$ cat config.mk
export PLATFORM = sky130hd
export DESIGN_NAME = async_fifo
export DESIGN_NICKNAME = d
export VERILOG_FILES = /design/src/rtl/async_fifo.sv
export SDC_FILE = /design/constraint.sdc
export NUM_CORES = 1
export LEC_CHECK = 0
export CAP_MARGIN = 20
export CORE_AREA = 2 2 158 160
export CTS_CLUSTER_DIAMETER = 200
export DETAILED_ROUTE_END_ITERATION = 16
export DIE_AREA = 0 0 160 162
export SETUP_SLACK_MARGIN = 0.02
export SLEW_MARGIN = 30
export SYNTH_ARGS = -nofsm -noshare
export SYNTH_HDL_FRONTEND = slang
export SYNTH_SLANG_ARGS = --single-unit
$ cat constraint.sdc
create_clock -name clk_i -period 5.5 [get_ports clk_i]
set_input_delay 1.65 -clock clk_i [delete_from_list [all_inputs] [get_ports clk_i]]
set_output_delay 1.65 -clock clk_i [all_outputs]
set_load 0.01 [all_outputs]
$ cat src/rtl/async_fifo.sv
// rtl/async_fifo.sv - single-clock FIFO with overflow/underflow error reporting
//
// Purpose:
//   Buffers WIDTH-bit words between a producer and a consumer sharing clk_i.
//   Rejected writes (full) and reads (empty) leave contents and pointers intact
//   and raise a registered error flag.
//
// Ports:
//   clk_i       in   1      clock, all logic on posedge
//   rst_n_i     in   1      synchronous active-low reset
//   wr_en_i     in   1      write request
//   wdata_i     in   WIDTH  write data, sampled with wr_en_i
//   full_o      out  1      FIFO holds DEPTH entries
//   wr_error_o  out  1      write attempted while full
//   rd_en_i     in   1      read request
//   rdata_o     out  WIDTH  read data, valid the cycle after an accepted read
//   empty_o     out  1      FIFO holds 0 entries
//   rd_error_o  out  1      read attempted while empty
//
// Configuration:
//   ASYNC_FIFO_STICKY_ERR_EN - when defined, error outputs latch high until
//   reset; otherwise they are single-cycle pulses.

module async_fifo #(
    parameter int DEPTH     = 16,
    parameter int WIDTH     = 8,
    parameter int PTR_WIDTH = 4
) (
    input  logic             clk_i,
    input  logic             rst_n_i,
    input  logic             wr_en_i,
    input  logic [WIDTH-1:0] wdata_i,
    output logic             full_o,
    output logic             wr_error_o,
    input  logic             rd_en_i,
    output logic [WIDTH-1:0] rdata_o,
    output logic             empty_o,
    output logic             rd_error_o
);

    localparam logic [PTR_WIDTH:0] PTR_ONE = {{PTR_WIDTH{1'b0}}, 1'b1};

    // Pointers carry one extra wrap bit so full and empty are distinguishable
    // when the address bits coincide.
    logic [PTR_WIDTH:0]   wr_ptr;
    logic [PTR_WIDTH:0]   rd_ptr;
    logic [WIDTH-1:0]     mem [DEPTH];

    logic                 wr_accept;
    logic                 rd_accept;
    logic                 wr_reject;
    logic                 rd_reject;

    assign empty_o = (wr_ptr == rd_ptr);
    assign full_o  = (wr_ptr[PTR_WIDTH] != rd_ptr[PTR_WIDTH]) &&
                     (wr_ptr[PTR_WIDTH-1:0] == rd_ptr[PTR_WIDTH-1:0]);

    // Decisions use the flags as they stand before the edge: a read on a full
    // FIFO is taken while the concurrent write is refused, and a write on an
    // empty FIFO is taken while the concurrent read is refused (no fall-through).
    assign wr_accept = wr_en_i & ~full_o;
    assign rd_accept = rd_en_i & ~empty_o;
    assign wr_reject = wr_en_i & full_o;
    assign rd_reject = rd_en_i & empty_o;

    // Storage is never cleared; stale words are unreachable once the pointers
    // are reset.
    always_ff @(posedge clk_i) begin
        if (rst_n_i && wr_accept) begin
            mem[wr_ptr[PTR_WIDTH-1:0]] <= wdata_i;
        end
    end

    always_ff @(posedge clk_i) begin
        if (!rst_n_i) begin
            wr_ptr     <= '0;
            rd_ptr     <= '0;
            rdata_o    <= '0;
            wr_error_o <= 1'b0;
            rd_error_o <= 1'b0;
        end else begin
            if (wr_accept) begin
                wr_ptr <= wr_ptr + PTR_ONE;
            end
            // rdata_o holds its previous value on cycles without an accepted read.
            if (rd_accept) begin
                rdata_o <= mem[rd_ptr[PTR_WIDTH-1:0]];
                rd_ptr  <= rd_ptr + PTR_ONE;
            end
`ifdef ASYNC_FIFO_STICKY_ERR_EN
            wr_error_o <= wr_error_o | wr_reject;
            rd_error_o <= rd_error_o | rd_reject;
`else
            wr_error_o <= wr_reject;
            rd_error_o <= rd_reject;
`endif
        end
    end

endmodule

After elaboration in Yosys (flattened, before gate mapping)
Memory sizes are Yosys's and may differ from the RTL's. A register that Yosys moved wholly into a read port is not among the register bits.
Index checks and enable logic that the tools add are counted.
- flip-flop bits (word level): 12
- bits in latches: 0
- RAM bits: 128
- memory bits (read-only): 0
- input port bits: 12
- output and inout bits: 12
- logic and storage cells: 21
- memories: 1
- add/subtract/negate cells: 2
- multipliers: 0
- divide/modulo/power cells: 0
- $lt $le $gt $ge: 0
- eq/ne operators: 3
- shifts and indexed selects: 0
- mux-type cells: 2
- bitwise gates (word level): 6
- reductions and logical operators: 3
- memories (name ; words ; width ; rd ports ; clocked after Yosys merged registers in ; wr ports ; RTL line ; text):
    mem ; 16 ; 8 ; 1 ; 1 ; 1 ; 47 ; logic [WIDTH-1:0] mem [DEPTH];
- operators by type and width (kind ; number):
    5-bit by 1-bit adder with 5-bit output (second input constant) ; 2
    5-bit == test ; 1
    1-bit bitwise AND ; 4
    4-bit == test ; 1
    1-bit logical AND ; 2
    1-bit two-way mux ; 2
    1-bit inverter ; 2
    1-bit zero test ; 1
    1-bit inequality test ; 1

Logic depth before layout (Yosys ltp)
Gate-level depths: netlist of run 1.
- depth in word-level cells: 7
- gate-level depth with buffers: 8
- mapped depth without buffers: 5

Worst setup path before layout of run 1
OpenSTA, ideal clock, no wires.
- kind: input -> register
- start: in wr_en_i
- end: mem mem[6][0], enable pin
- library setup time: 0.398 ns
- arrival time: 2.898 ns
- required time: 5.102 ns
- path slack: 2.204 ns
- stages on the path: 3
- path buffers: 1
- cells stage by stage: o21ai_4 buf_2 nor4b_1
- cells in the longest elaborated chain, start to end: 4
- ends and longest elaborated chain (item ; RTL line ; text):
    start, declared ; 31 ; input logic wr_en_i,
    1-bit bitwise AND ; 61 ; assign wr_accept = wr_en_i & ~full_o;
    1-bit logical AND ; 69 ; if (rst_n_i && wr_accept) begin
    1-bit two-way mux ; 69 ;
    1-bit two-way mux (implied by the code) ; 70 ; mem[wr_ptr[PTR_WIDTH-1:0]] <= wdata_i;
    end, declared ; 47 ;
Every way passes these cells.

Worst setup path in the final report of run 1
- start: reg rd_ptr[3]
- end: out empty_o
- cells in the longest elaborated chain, start to end: 1
- ends and longest elaborated chain (item ; RTL line ; text):
    start, declared ; 46 ; logic [PTR_WIDTH:0] rd_ptr;
    start signal, assigned ; 88 ; rd_ptr <= rd_ptr + PTR_ONE;
    5-bit == test ; 54 ; assign empty_o = (wr_ptr == rd_ptr);
    end, declared ; 37 ; output logic empty_o,
Every way passes these cells.

==> reports/metrics.csv, run 1 <==
stage,metric,value,unit
place,place_ws,1.676,ns
clock_tree,cts_tree,built,
floorplan,std_cell_rows,57,
synth,synth_nets,357,
pwr,p_int,2.040,mW
finish,multi_input_area,1650,um2
critical_path,worst_ep_arrival_time,2.43,ns
clock_tree,cts_resized,0,
synth,syn-cell-area,6002,um2
finish,layout_commonest_cell,edfxtp_1,
finish,antenna_cells,0,
floorplan,num_io_pins,24,
floorplan,die_w,160,um
synth,synthDistinctLibCells,42,
critical_path,cp-start-kind,register,
clock_tree,clk_path_buf_depth,2,
global_route,grtUsageTotal,0.09917,
sta,relSlewSlack,0.3929,
finish,final_cell_mix,"128 x edfxtp_1, 23 x clkdlybuf4s50_1, 20 x mux4_2",
critical_path,worstSetupEndpointType,output pin,
route,ant_nets,0,
sta,period_minus_slack,4.078,ns
finish,syn2layout_area_growth,20.37,%
clock_tree,clock_latency,0.42,ns
sta,setup_viol,0,
clock_tree,hold_buffers,0,
finish,fin_nets,394,
sta,rsz0062_at_grt,no,
sta,fin_ws,1.422,ns
clock_tree,path_clk_slew,0.06,ns
route,via_per_inst,4.398,
synth,syn_inst,340,
place,dp_hpwl,7959,um
job,maxCapViolations,0,
global_route,grt-ovfl-total,0,
floorplan,core,24110,um2
synth,synth-seq-area-share,0.7071,
sta,fin_worst_skew,0.02177,ns
route,drt_first_pass_iters,4,
pwr,p_leak,2.196,nW
synth,postSynthAreaPerCell,17.65,um2
sta,worst_pin_slew,0.9082,ns
global_route,antenna_found_initial,0,
floorplan,die_area,25920,um2
synth,ys_warn_count,0,
sta,max_freq,245.2,MHz
pwr,pwr-share-comb,0.112,
finish,drive_gt1_frac,0.2545,
pwr,power_frac_clock,0.413,
route,drc,0,
route,vias,3136,
floorplan,start_util,0.2490,
sta,slew_viol_final,0,
clock_tree,htree_levels,4,
finish,register_area,4247,um2
sta,period_share,0.7414,
clock_tree,clock-sinks,148,
clock_tree,post_cts_buffers,0,
sta,setup_tns,0,ns
critical_path,worst-endpoint-required,3.85,ns
global_route,grt_max_degree,53,
pwr,p_switching,0.6100,mW
status,run_status,completed,
route,routed_wl,12220,um
route,routedWlPerCell,17.14,um
global_route,grt_pass1_vias,3253,
critical_path,critPathMaxFanout,19,
place,port_buffers,23,
floorplan,die_y,162,um
critical_path,reg2reg_slack,2.89,ns
worst_hold_path,hp-class,reg -> reg,
sta,hold_viol,0,
critical_path,crit_type,reg -> out,
clock_tree,numCtsBuffers,17,
place,routabilityCongestion,0.7341,
pwr,peakVddDrop,0.0002089,V
pwr,pwr-share-seq,0.476,
pwr,swShare,0.2302,
route,drtIter0Drc,268,
finish,n_fill_cell,2393,
pwr,cellPowerDensity,366.8,nW/um2
clock_tree,cts-root-buf,clkbuf_16,
global_route,grt_pass1_wl,18910,um
synth,ys_ff_latch,148,
kinds of logic (layout without fill, tap and decap cells):
| logic type | count (synthesis) | count (layout) | synth area share |
|---|---|---|---|
| AOI/OAI and AO/OA | 50 | 50 | 0.05629 |
| xor gates and xnor gates | 10 | 10 | 0.01584 |
| adders and majority gates | 5 | 5 | 0.01042 |
| buffers and inverters | 23 | 72 | 0.02314 |
| DFF | 148 | 148 | 0.7071 |
| muxes | 43 | 43 | 0.1276 |
| and+or+nand+nor | 61 | 61 | 0.05962 |
worst max-delay path, cell delays in order (launching register included):
cell and delay, ns:
dfxtp_1 0.81, xnor2_1 0.24, and4_4 0.30, and2_1 0.14, clkdlybuf4s50_1 0.53
path summary, 6_finish.rpt:
kind,start,endpoint,depth (start not counted)
hold / removal,rdata_o[2],rdata_o[2],2
setup reg to reg,rd_ptr[3],mem[6][6],4
setup / recovery,rd_ptr[3],empty_o,4
hold reg to reg,rdata_o[2],rdata_o[2],2
sequential cells by signal, summed over array words and instances, names as in the netlist:
name / cells
rd_ptr: 5
rd_error_o: 1
mem: 128
wr_error_o: 1
rdata_o: 8
wr_ptr: 5
metrics by stage:
step / hold slack, ns / utilization / instances / total power [mW] / instance area [um2]
after detailed placement: 0.5298 / 0.2757 / 682 / 1.582 / 6646
after CTS: 0.5480 / 0.2991 / 713 / 2.676 / 7211
final: 0.5434 / 0.2997 / 713 / 2.650 / 7224
after global routing: 0.5710 / 0.2997 / 713 / 2.756 / 7224
after global placement: 0.5155 / 0.2755 / 682 / 1.576 / 6641
after floorplan: 0.4904 / - / 340 / 1.472 / 6002
cell type report:
class                   count  share of cell area
clock buffers              18             0.05940
clock inverters            13             0.01870
inverters                   2            0.001039
multi-input cells         169              0.2284
flip-flops and latches    148              0.5878
well taps                 324             0.05611
repair buffers             39             0.04849
Yosys cell counts (all sizes together):
cell	instances	area, um2
edfxtp	128	3844
mux4	24	555.5
dfxtp	20	400.4
a21oi	18	105.1
mux2	16	180.2
nor3	16	80.08
buf	15	107.6
nor2b	12	75.07
o21ai	11	73.83
xnor2	9	86.34
a211oi	8	60.06
nand2	8	30.03
o22ai	8	50.05
clkbuf	6	23.77
ha	5	62.56
and2	4	25.02
nor4	4	25.02
nor4b	4	35.03
a21boi	3	33.78
mux2i	3	30.03
nand4	3	25.02
and3	2	12.51
inv	2	7.510
nand2b	2	12.51
nand3	2	10.01
o211ai	2	15.01
or3	2	12.51
and4	1	11.26
nor2	1	3.750
xor2	1	8.760
metal layers:
layer	wire, um	GRT usage	up-vias	share of wire
li1	-	-	1436	-
met1	5513	0.1265	1619	0.45
met2	5835	0.1549	67	0.48
met3	666	0.03498	14	0.054
met4	208	0.03972	0	0.017
met5	0	0	-	0
power groups by stage:
stage / Clock, mW / Sequential [mW] / Combinational [mW]
detailed placement: 0 / 1.28 / 0.298
floorplan: 0 / 1.29 / 0.183
global placement: 0 / 1.28 / 0.293
global route: 1.17 / 1.26 / 0.322
CTS: 1.11 / 1.26 / 0.300
finish: 1.09 / 1.26 / 0.296
(Power assumes the default switching activity.)
==> run 2, diff against run 1 <==
==> constraint.sdc (replaced) <==
create_clock -name clk_i -period 4 [get_ports clk_i]
set_input_delay 1.2 -clock clk_i [delete_from_list [all_inputs] [get_ports clk_i]]
set_output_delay 1.2 -clock clk_i [all_outputs]
set_load 0.01 [all_outputs]
==> run 2 against run 1 <==
Net effect: cell count is 0.84% higher; routed wire length grew 0.52%; combinational power rose by 36%; design area is 0.81% higher; first-iteration DRC count fell by 9.7%; die area unchanged; sequential share of layout area down 0.47 points; clock skew decreased by 0.015 ns; largest power group unchanged; highest routed layer unchanged.
==> reports/metrics.csv, run 2 (synthesis gave the netlist of run 1 again) <==
stage,metric,value,unit,change
sta,fin_worst_skew,0.006564,ns,-0.01521 ns
clock_tree,numCtsBuffers,17,,unchanged
critical_path,cp-start-kind,register,,
place,port_buffers,23,,unchanged
floorplan,die_w,160,um,unchanged
clock_tree,post_cts_buffers,0,,unchanged
critical_path,worst-endpoint-required,2.80,ns,-1.05 ns
finish,antenna_cells,0,,unchanged
sta,setup_tns,0,ns,unchanged
worst_hold_path,min_path_cells,2,,unchanged
clock_tree,cts_tree,built,,
floorplan,die_area,25920,um2,unchanged
critical_path,reg2reg_from,rd_ptr[1],,
global_route,grtUsageTotal,0.09996,,+0.0007872
critical_path,crit_type,reg -> out,,
floorplan,start_util,0.2490,,unchanged
sta,period_share,0.8684,,
floorplan,die_y,162,um,unchanged
job,maxCapViolations,0,,unchanged
route,routedWlPerCell,17.09,um,-0.32%
floorplan,std_cell_rows,57,,unchanged
clock_tree,clock-sinks,148,,unchanged
sta,rsz0062_at_grt,no,,
clock_tree,hold_buffers,0,,unchanged
critical_path,critPathMaxFanout,17,,-2
sta,fin_ws,0.5264,ns,-0.8960 ns
sta,hold_viol,0,,unchanged
finish,fin_nets,399,,+1.3%
sta,slew_viol_final,0,,unchanged
floorplan,core,24110,um2,unchanged
sta,setup_viol,0,,unchanged
route,drc,0,,unchanged
finish,layout_commonest_cell,edfxtp_1,,
worst_hold_path,hp-start,wr_ptr[4],,
sta,period_minus_slack,3.474,ns,
clock_tree,clock_latency,0.42,ns,about the same
global_route,grt_max_degree,53,,unchanged
critical_path,r2r_cells,5,,+1
critical_path,worstReg2RegEnd,rdata_o[1],,
route,vias,3110,,-0.83%
finish,n_fill_cell,2415,,+0.92%
route,via_per_inst,4.325,,-1.7%
clock_tree,cts-root-buf,clkbuf_16,,
sta,relSlewSlack,0.5488,,+0.1559
global_route,antenna_found_initial,0,,unchanged
sta,worst_pin_slew,0.6747,ns,-0.2336 ns
route,routed_wl,12290,um,+0.52%
floorplan,num_io_pins,24,,unchanged
sta,max_freq,287.9,MHz,
route,drt_first_pass_iters,4,,unchanged
critical_path,worstSetupEndpointType,output pin,,
critical_path,worst_ep_arrival_time,2.27,ns,-0.16 ns
clock_tree,cts_resized,0,,unchanged
route,ant_nets,0,,unchanged
finish,drive_gt1_frac,0.2582,,+0.003729
global_route,grt_pass1_vias,3228,,-0.77%
place,place_ws,0.9584,ns,-0.7177 ns
clock_tree,path_clk_slew,0.06,ns,about the same
worst_hold_path,hp-class,reg -> reg,,
finish,syn2layout_area_growth,21.35,%,
finish,multi_input_area,1632,um2,-1.1%
place,dp_hpwl,7627,um,-4.2%
global_route,grt_pass1_wl,18800,um,-0.58%
finish,largest_register_ffs,128,,unchanged
finish,register_area,4247,um2,unchanged
clock_tree,clk_path_buf_depth,2,,unchanged
route,drtIter0Drc,242,,-9.7%
pwr,peakVddDrop,0.0002707,V,+30%
pwr,p_leak,2.248,nW,+2.4%
place,routabilityCongestion,0.7628,,+3.9%
pwr,cellPowerDensity,513.4,nW/um2,+40%
clock_tree,htree_levels,4,,unchanged
finish,final_cell_mix,"128 x edfxtp_1, 23 x clkdlybuf4s50_1, 21 x buf_4",,
critical_path,reg2reg_slack,1.74,ns,-1.15 ns
status,run_status,completed,,
worst_hold_path,hold_end,wr_ptr[4],,
global_route,grt-ovfl-total,0,,unchanged
==> run 2: metrics by stage <==
step	util	cell area [um2]	cells	power, mW	hold slack (ns)
6_report	0.3021	7283	719	3.739	0.5306
5_1_grt	0.3021	7283	719	3.865	0.5470
4_1_cts	0.3021	7283	719	3.781	0.5378
3_5_place_dp	0.2771	6679	687	2.175	0.5253
3_3_place_gp	0.2771	6679	687	2.168	0.5066
2_1_floorplan	-	6002	340	2.024	0.4904
==> run 2: how the worst max path moves through the flow <==
stage	startpoint	cells past startpoint	end
floorplan	wr_en_i	3	mem[6][0]
global placement	wr_ptr[2]	4	empty_o
detailed placement	wr_ptr[2]	4	empty_o
CTS	wr_ptr[2]	4	empty_o
global route	wr_ptr[2]	4	empty_o
finish	wr_ptr[2]	4	empty_o
==> run 2: area by class of cell <==
cell class / count / share of cell area
Clock inverter: 15 / 0.02457
Tap cell: 324 / 0.05566
Timing Repair Buffer: 44 / 0.05326
Inverter: 2 / 0.001031
Sequential cell: 148 / 0.5831
Clock buffer: 17 / 0.05841
Multi-Input combinational cell: 169 / 0.2240
==> run 2: worst max-delay path: stages (launching register included) <==
cell,delay (ns)
dfxtp_1,0.65
xnor2_1,0.22
and4_4,0.30
and2_1,0.15
clkdlybuf4s50_1,0.54
==> run 2: per-layer routing <==
metal  vias to the layer above  wire length, um  GRT usage
li1                       1448                -          -
met1                      1577             5387     0.1226
met2                        64             5935     0.1592
met3                        21              666    0.03371
met4                         0              296    0.04832
met5                         -                0          0
==> run 2: power breakdown <==
group	total (mW)	leakage, nW	internal, mW	switching (mW)
sequential	1.73	1.32	1.71	0.0206
combinational	0.404	0.641	0.180	0.223
clock	1.60	0.290	0.985	0.617
total	3.74	2.25	2.88	0.861
